`src/rtl/median_pkg.sv`:
```
// Shared definitions for the median filter front end: default frame geometry
// and the frame arbiter state encoding.
package median_pkg;

    localparam int IMG_WIDTH_DEF  = 240;
    localparam int IMG_HEIGHT_DEF = 200;

    typedef enum logic [1:0] {
        IDLE = 2'd0,
        GNT0 = 2'd1,
        GNT1 = 2'd2
    } arbState_e;

endpackage

```
`src/rtl/median_frame_counter.sv`:
```
// Column/row position tracker for one video frame; advances once per accepted
// beat and flags start of frame, end of line and end of frame.
module median_frame_counter
    import median_pkg::*;
#(
    parameter int IMG_WIDTH  = IMG_WIDTH_DEF,
    parameter int IMG_HEIGHT = IMG_HEIGHT_DEF,
    parameter int CW         = 8,
    parameter int RW         = 8
) (
    input  logic clk,
    input  logic reset,
    input  logic advance,
    output logic sof,
    output logic eol,
    output logic eof
);

    logic [CW-1:0] col;
    logic [RW-1:0] row;

    assign sof = (col == '0) && (row == '0);
    assign eol = (col == CW'(IMG_WIDTH - 1));
    assign eof = eol && (row == RW'(IMG_HEIGHT - 1));

    // Wrapping at the last beat of the frame brings both counters back to 0.
    always_ff @(posedge clk or negedge reset) begin
        if (!reset) begin
            col <= '0;
            row <= '0;
        end else if (advance) begin
            if (eol) begin
                col <= '0;
                row <= eof ? '0 : row + 1'b1;
            end else begin
                col <= col + 1'b1;
            end
        end
    end

endmodule

```
`src/rtl/median_frame_arbiter.sv`:
```
// Frame-granular arbiter sharing one median filter between two AXI-Stream
// sources; regenerates tUser/tLast from its own counters and flags framing errors.
module median_frame_arbiter
    import median_pkg::*;
#(
    parameter int IMG_WIDTH  = IMG_WIDTH_DEF,
    parameter int IMG_HEIGHT = IMG_HEIGHT_DEF,
    parameter int CW         = 8,
    parameter int RW         = 8
) (
    input  logic       clk,
    input  logic       reset,
    input  logic [7:0] AXIS_In0_tData,
    input  logic       AXIS_In0_tValid,
    output logic       AXIS_In0_tReady,
    input  logic       AXIS_In0_tUser,
    input  logic       AXIS_In0_tLast,
    input  logic [7:0] AXIS_In1_tData,
    input  logic       AXIS_In1_tValid,
    output logic       AXIS_In1_tReady,
    input  logic       AXIS_In1_tUser,
    input  logic       AXIS_In1_tLast,
    output logic [7:0] AXIS_Out_tData,
    output logic       AXIS_Out_tValid,
    input  logic       AXIS_Out_tReady,
    output logic       AXIS_Out_tUser,
    output logic       AXIS_Out_tLast,
    output logic [1:0] grant,
    output logic       frame_done,
    output logic [1:0] err_sync,
    output logic [1:0] err_frame,
    input  logic       err_clr
);

    arbState_e  state;
    arbState_e  nextState;
    logic       lastOwner;
    logic [1:0] flushBeat;
    logic [1:0] reqBeat;
    logic       outHandshake;
    logic       frameEnd;
    logic       sof;
    logic       eol;
    logic       eof;
    logic [1:0] syncErr;
    logic [1:0] frameErr;

    assign flushBeat    = {AXIS_In1_tValid & ~AXIS_In1_tUser, AXIS_In0_tValid & ~AXIS_In0_tUser};
    assign reqBeat      = {AXIS_In1_tValid &  AXIS_In1_tUser, AXIS_In0_tValid &  AXIS_In0_tUser};
    assign outHandshake = AXIS_Out_tValid & AXIS_Out_tReady;
    assign frameEnd     = outHandshake & eof;

    median_frame_counter #(
        .IMG_WIDTH (IMG_WIDTH),
        .IMG_HEIGHT(IMG_HEIGHT),
        .CW        (CW),
        .RW        (RW)
    ) frameCounter (
        .clk    (clk),
        .reset  (reset),
        .advance(outHandshake),
        .sof    (sof),
        .eol    (eol),
        .eof    (eof)
    );

    always_ff @(posedge clk or negedge reset) begin
        if (!reset) begin
            state <= IDLE;
        end else begin
            state <= nextState;
        end
    end

    // On a tie the source that did not own the previous frame wins.
    always_comb begin
        nextState = state;
        case (state)
            IDLE: begin
                if (reqBeat == 2'b11) begin
                    nextState = lastOwner ? GNT0 : GNT1;
                end else if (reqBeat[0]) begin
                    nextState = GNT0;
                end else if (reqBeat[1]) begin
                    nextState = GNT1;
                end
            end
            GNT0, GNT1: begin
                if (frameEnd) begin
                    nextState = IDLE;
                end
            end
            default: nextState = IDLE;
        endcase
    end

    always_comb begin
        AXIS_Out_tData  = '0;
        AXIS_Out_tValid = 1'b0;
        AXIS_Out_tUser  = 1'b0;
        AXIS_Out_tLast  = 1'b0;
        AXIS_In0_tReady = 1'b0;
        AXIS_In1_tReady = 1'b0;
        grant           = 2'b00;
        syncErr         = 2'b00;
        frameErr        = 2'b00;
        case (state)
            IDLE: begin
                AXIS_In0_tReady = flushBeat[0];
                AXIS_In1_tReady = flushBeat[1];
                syncErr         = flushBeat;
            end
            GNT0: begin
                grant           = 2'b01;
                AXIS_Out_tData  = AXIS_In0_tData;
                AXIS_Out_tValid = AXIS_In0_tValid;
                AXIS_Out_tUser  = sof;
                AXIS_Out_tLast  = eol;
                AXIS_In0_tReady = AXIS_Out_tReady;
                frameErr[0]     = AXIS_In0_tValid & AXIS_Out_tReady &
                                  ((AXIS_In0_tLast != eol) | (AXIS_In0_tUser & ~sof));
            end
            GNT1: begin
                grant           = 2'b10;
                AXIS_Out_tData  = AXIS_In1_tData;
                AXIS_Out_tValid = AXIS_In1_tValid;
                AXIS_Out_tUser  = sof;
                AXIS_Out_tLast  = eol;
                AXIS_In1_tReady = AXIS_Out_tReady;
                frameErr[1]     = AXIS_In1_tValid & AXIS_Out_tReady &
                                  ((AXIS_In1_tLast != eol) | (AXIS_In1_tUser & ~sof));
            end
            default: ;
        endcase
    end

    // New errors take priority over a clear arriving in the same cycle.
    always_ff @(posedge clk or negedge reset) begin
        if (!reset) begin
            lastOwner  <= 1'b1;
            frame_done <= 1'b0;
            err_sync   <= 2'b00;
            err_frame  <= 2'b00;
        end else begin
            frame_done <= frameEnd;
            if (frameEnd) begin
                lastOwner <= (state == GNT1);
            end
            err_sync  <= (err_sync  & ~{2{err_clr}}) | syncErr;
            err_frame <= (err_frame & ~{2{err_clr}}) | frameErr;
        end
    end

endmodule

```
`config.mk`:
```
export PLATFORM = sky130hd
export DESIGN_NAME = median_frame_arbiter
export DESIGN_NICKNAME = d
export VERILOG_FILES = /design/src/rtl/median_pkg.sv /design/src/rtl/median_frame_counter.sv /design/src/rtl/median_frame_arbiter.sv
export SDC_FILE = /design/constraint.sdc
export NUM_CORES = 1
export LEC_CHECK = 0
export CAP_MARGIN = 20
export CELL_PAD_IN_SITES_DETAIL_PLACEMENT = 0
export CELL_PAD_IN_SITES_GLOBAL_PLACEMENT = 1
export CORE_UTILIZATION = 36
export CTS_BUF_LIST = sky130_fd_sc_hd__clkbuf_2 sky130_fd_sc_hd__clkbuf_4 sky130_fd_sc_hd__clkbuf_8
export DETAILED_ROUTE_END_ITERATION = 12
export MAX_ROUTING_LAYER = met4
export PLACE_DENSITY_LB_ADDON = 0.05
export SYNTH_ARGS = -nofsm -noshare
export SYNTH_HDL_FRONTEND = slang
export SYNTH_HIERARCHICAL = 1
export SYNTH_SLANG_ARGS = --single-unit
```
`constraint.sdc`:
```
create_clock -name clk -period 2.6 [get_ports clk]
set_clock_uncertainty 0.15 [all_clocks]
set_input_delay 0.26 -clock clk [delete_from_list [all_inputs] [get_ports clk]]
set_output_delay 0.26 -clock clk [all_outputs]
set_load 0.005 [all_outputs]
```
==> metrics.md <==
| Metric | Value |
|---|---|
| Number of buffers added on ports | 45 |
| Largest net degree at the start of global routing | 25 |
| Syn_area_per_cell | ~9.3 um^2 |
| Clk sink count | 24 |
| RSZ-0062 raised after global routing | no |
| Total gr overflow | 0 |
| Max Freq | 416.5 MHz |
| Core Area | ~4100 um^2 |
| Number of global-route vias before repair | about 1.3k |
| CTS Buf Count | 3 |
| Multi-input gate area | ~900 um^2 |
| Die X | 67.62 um |
| Peak supply drop | roughly 0.00035 V |
| CTS tree | yes |
| Post-Syn Instances | ~170 |
| Fill cells | roughly 370 |
| Max-slew violations | 0 |
| Worst R2R Start | state[1] |
| Pwr Density | 607.7 nW/um^2 |
| Cells along the critical path | ha_1 -> nand3_1 -> nor2_2 -> and2_1 -> clkdlybuf4s50_1 |
| Top Ports | 46 |
| Clock tree buffer depth | 2 |
| Starting Density | between 30% and 40% |
| Crit path launch | frameCounter/col[0] |
| CTS root buf | clkbuf_8 |
| Hold/Removal Path Class | in -> async |
| Final hold violation count | 0 |
| Library cells used by synthesis | 40 |
| GP Congestion | between 0.8 and 0.9 |
| Kind of critical path | reg -> out |
| Global-route wire length before repair | 5.961 mm |
| DRC | 0 |
| CP Capture Point | AXIS_Out_tLast |
| R2R Setup Slk | between 300 and 400 ps |
| Worst-Margin Slew | 525.6 ps |
| Post-layout net count | approximately 250 |
| Seq/Total Area, Yosys | between 30% and 40% |
| WP data required | ~2200 ps |
| Core Rows | 23 |
| Post-detailed-route count of antenna-violating nets | 0 |
| Post-DP HPWL | ~2.8 mm |
| Fin crit share | about 90% |
| Via count | roughly 1.4k |
| Status | finished, final reports clean |
| CP Capture Type | primary output |
| Reg area | 601.8 um^2 |
| Leak Pwr | between 0.9 and 1 nW |
| Ant. Diodes | 0 |
| Initial antenna violation count | 0 |
| Layout area overhead | 39.71% |
| Drt first pass iters | 4 |
| Final core area utilization | a little over half |
| Max incr delay on CP | about 490 ps |
| H-tree depth | 1 |
| Max-Cap Viols | 0 |
| Routed vias/inst | a little over 5 |
| Clock slew at the register clock pins of the worst setup and hold paths | 80 ps |
| Total Wirelength | 3.685 mm |
| Die Span Y | around 68 um |
| Mapped Area | 1550 um^2 |
| Reg2Reg Depth | 8 |
| Wire length per cell | approximately 14 um |
| Setup Viol. Count Final | 0 |
| Mapped Nets | roughly 200 |
| Power Total | ~1.3 mW |
| YS warnings | 6 |
| CP Max Fanout | 5 |
| Rel. slew slack | 64.64% |
| GRT Overall Usage | roughly 18% |
| Clock latency at the later pin of the worst-skew pair | 260 ps |
| Share of cells above drive strength 1 | 13.36% |
| Die area | ~4600 um^2 |
| Slowest-stage cell, CP | clkdlybuf4s50_1 |
| Crit start category | flip-flop |
| Final min period | around 2400 ps |
| Crit Reg-Reg Endpoint | frameCounter/row[6] |
| Synth Register Bits | 24 |
| Worst EP arrival | between 1500 and 2000 ps |
| Fin Setup TNS | 0 ps |
| Iteration-0 DRC Markers | 63 |
[area by class of cell]
type	instances	area share [%]
Clock buffer	4	2.253
Inverter	12	2.080
Multi-Input combinational cell	125	41.65
Sequential cell	24	27.79
Tap cell	50	2.889
Timing Repair Buffer	52	23.34
[stage by stage]
step	hold WS, ps	area [um^2]	cells	worst slack, ps
finish	203.0	2166	267	198.8
global route	248.1	2166	267	63.05
CTS	212.4	2132	266	104.0
detailed placement	366.3	2078	262	173.2
global placement	352.9	2078	262	230.1
floorplan	-185.6	1550	166	501.7
[cells in the final DEF, fill, tap and decap left out, drive strengths merged, types with 6 or more instances in the layout]
master,instances
nor4,6
ha,9
nor2b,9
o21ai,12
xnor2,9
nand2,20
dfrtp,23
a22oi,9
nor2,9
nand4,6
inv,12
nand3,9
buf,7
clkdlybuf4s50,44
[what timing repair did]
| item | 4_1_cts | 5_1_grt |
|---|---|---|
| gates resized for setup | 1 | 6 |
| hold buffers | 0 | 0 |
| cloned | 0 | 0 |
| buffers inserted | 0 | 1 |
| setup endpoints to repair | 1 | 2 |
| pin swaps | 0 | 1 |
[cells in the mapped netlist]
| cell | count | area (um^2) |
|---|---|---|
| dfrtp_1 | 23 | 575.6 |
| nand2_1 | 20 | 75.07 |
| inv_1 | 12 | 45.04 |
| o21ai_0 | 10 | 50.05 |
| ha_1 | 9 | 112.6 |
| nand3_1 | 9 | 45.04 |
| xnor2_1 | 9 | 78.83 |
| a22oi_1 | 8 | 60.06 |
| nor2_1 | 8 | 30.03 |
| nor2b_1 | 8 | 50.05 |
| nand4_1 | 5 | 31.28 |
| and2_1 | 3 | 18.77 |
| clkbuf_1 | 3 | 11.26 |
| nor3_1 | 3 | 15.01 |
| nor4_1 | 3 | 18.77 |
| nor4_2 | 3 | 37.54 |
| xor2_1 | 3 | 26.28 |
| a21boi_0 | 2 | 15.01 |
| a21oi_1 | 2 | 10.01 |
| o21ai_1 | 2 | 10.01 |
| o22ai_1 | 2 | 12.51 |
| a22oi_2 | 1 | 12.51 |
| a31oi_1 | 1 | 6.260 |
| and3_4 | 1 | 11.26 |
| and4_1 | 1 | 8.760 |
| buf_4 | 1 | 7.510 |
| buf_6 | 1 | 11.26 |
| dfstp_2 | 1 | 26.28 |
| mux2_4 | 1 | 15.01 |
| nand3b_1 | 1 | 7.510 |
| nand4_4 | 1 | 21.27 |
| nand4b_4 | 1 | 23.77 |
| nor2_4 | 1 | 11.26 |
| nor2b_2 | 1 | 8.760 |
| nor4b_1 | 1 | 8.760 |
| o211ai_1 | 1 | 7.510 |
| o21bai_1 | 1 | 7.510 |
| or3_2 | 1 | 7.510 |
| or3_4 | 1 | 11.26 |
| or4_1 | 1 | 7.510 |
[power breakdown]
group          internal, mW  total [mW]  switching [mW]
sequential            0.425       0.483          0.0587
clock                 0.120       0.231           0.112
combinational         0.330       0.601           0.272
total                 0.874        1.32           0.442
[worst min path at each step]
stage	start	endpoint	slack [ps]	depth (start not counted)
3_3_place_gp	frameCounter/row[5]	frameCounter/row[5]	350	1
3_5_place_dp	frameCounter/row[5]	frameCounter/row[5]	370	1
4_1_cts	reset	err_sync[1]	210	2
2_1_floorplan	reset	err_frame[0]	-190	0
5_1_grt	reset	err_frame[1]	250	2
6_report	reset	err_sync[1]	200	2
[worst max-delay path: cells and delay by family, from the launching register on]
family,cells,cell delay (ps)
buffers and inverters,1,490
and+or+nand+nor,3,540
adders and majority gates,1,280
DFF,1,420
[layer usage]
metal / wire length [um] / share of wire [%] / vias to the layer above / GRT usage (%)
met5: 0 / 0 / - / -
li1: - / - / 683 / -
met2: 1737 / 47 / 40 / 28.71
met4: 28 / 0.76 / 0 / 5.319
met3: 201 / 5.5 / 4 / 2.365
met1: 1717 / 47 / 628 / 22.76
[kinds of logic (layout without fill, tap and decap cells)]
group,after synthesis,after routing,synth area share (%)
simple gates,73,73,28.98
compound gates,30,30,12.35
flops,24,24,38.82
buf+inv,17,68,4.842
xor+xnor,12,12,6.780
fa+ha+maj,9,9,7.264
mux,1,1,0.9682
[sequential cells by signal, summed over array words and instances, names as in the netlist]
| signal | flops |
|---|---|
| frameCounter/col | 8 |
| frameCounter/row | 8 |
| lastOwner | 1 |
| err_frame | 2 |
| frame_done | 1 |
| err_sync | 2 |
| state | 2 |
(Power assumes the default switching activity.)
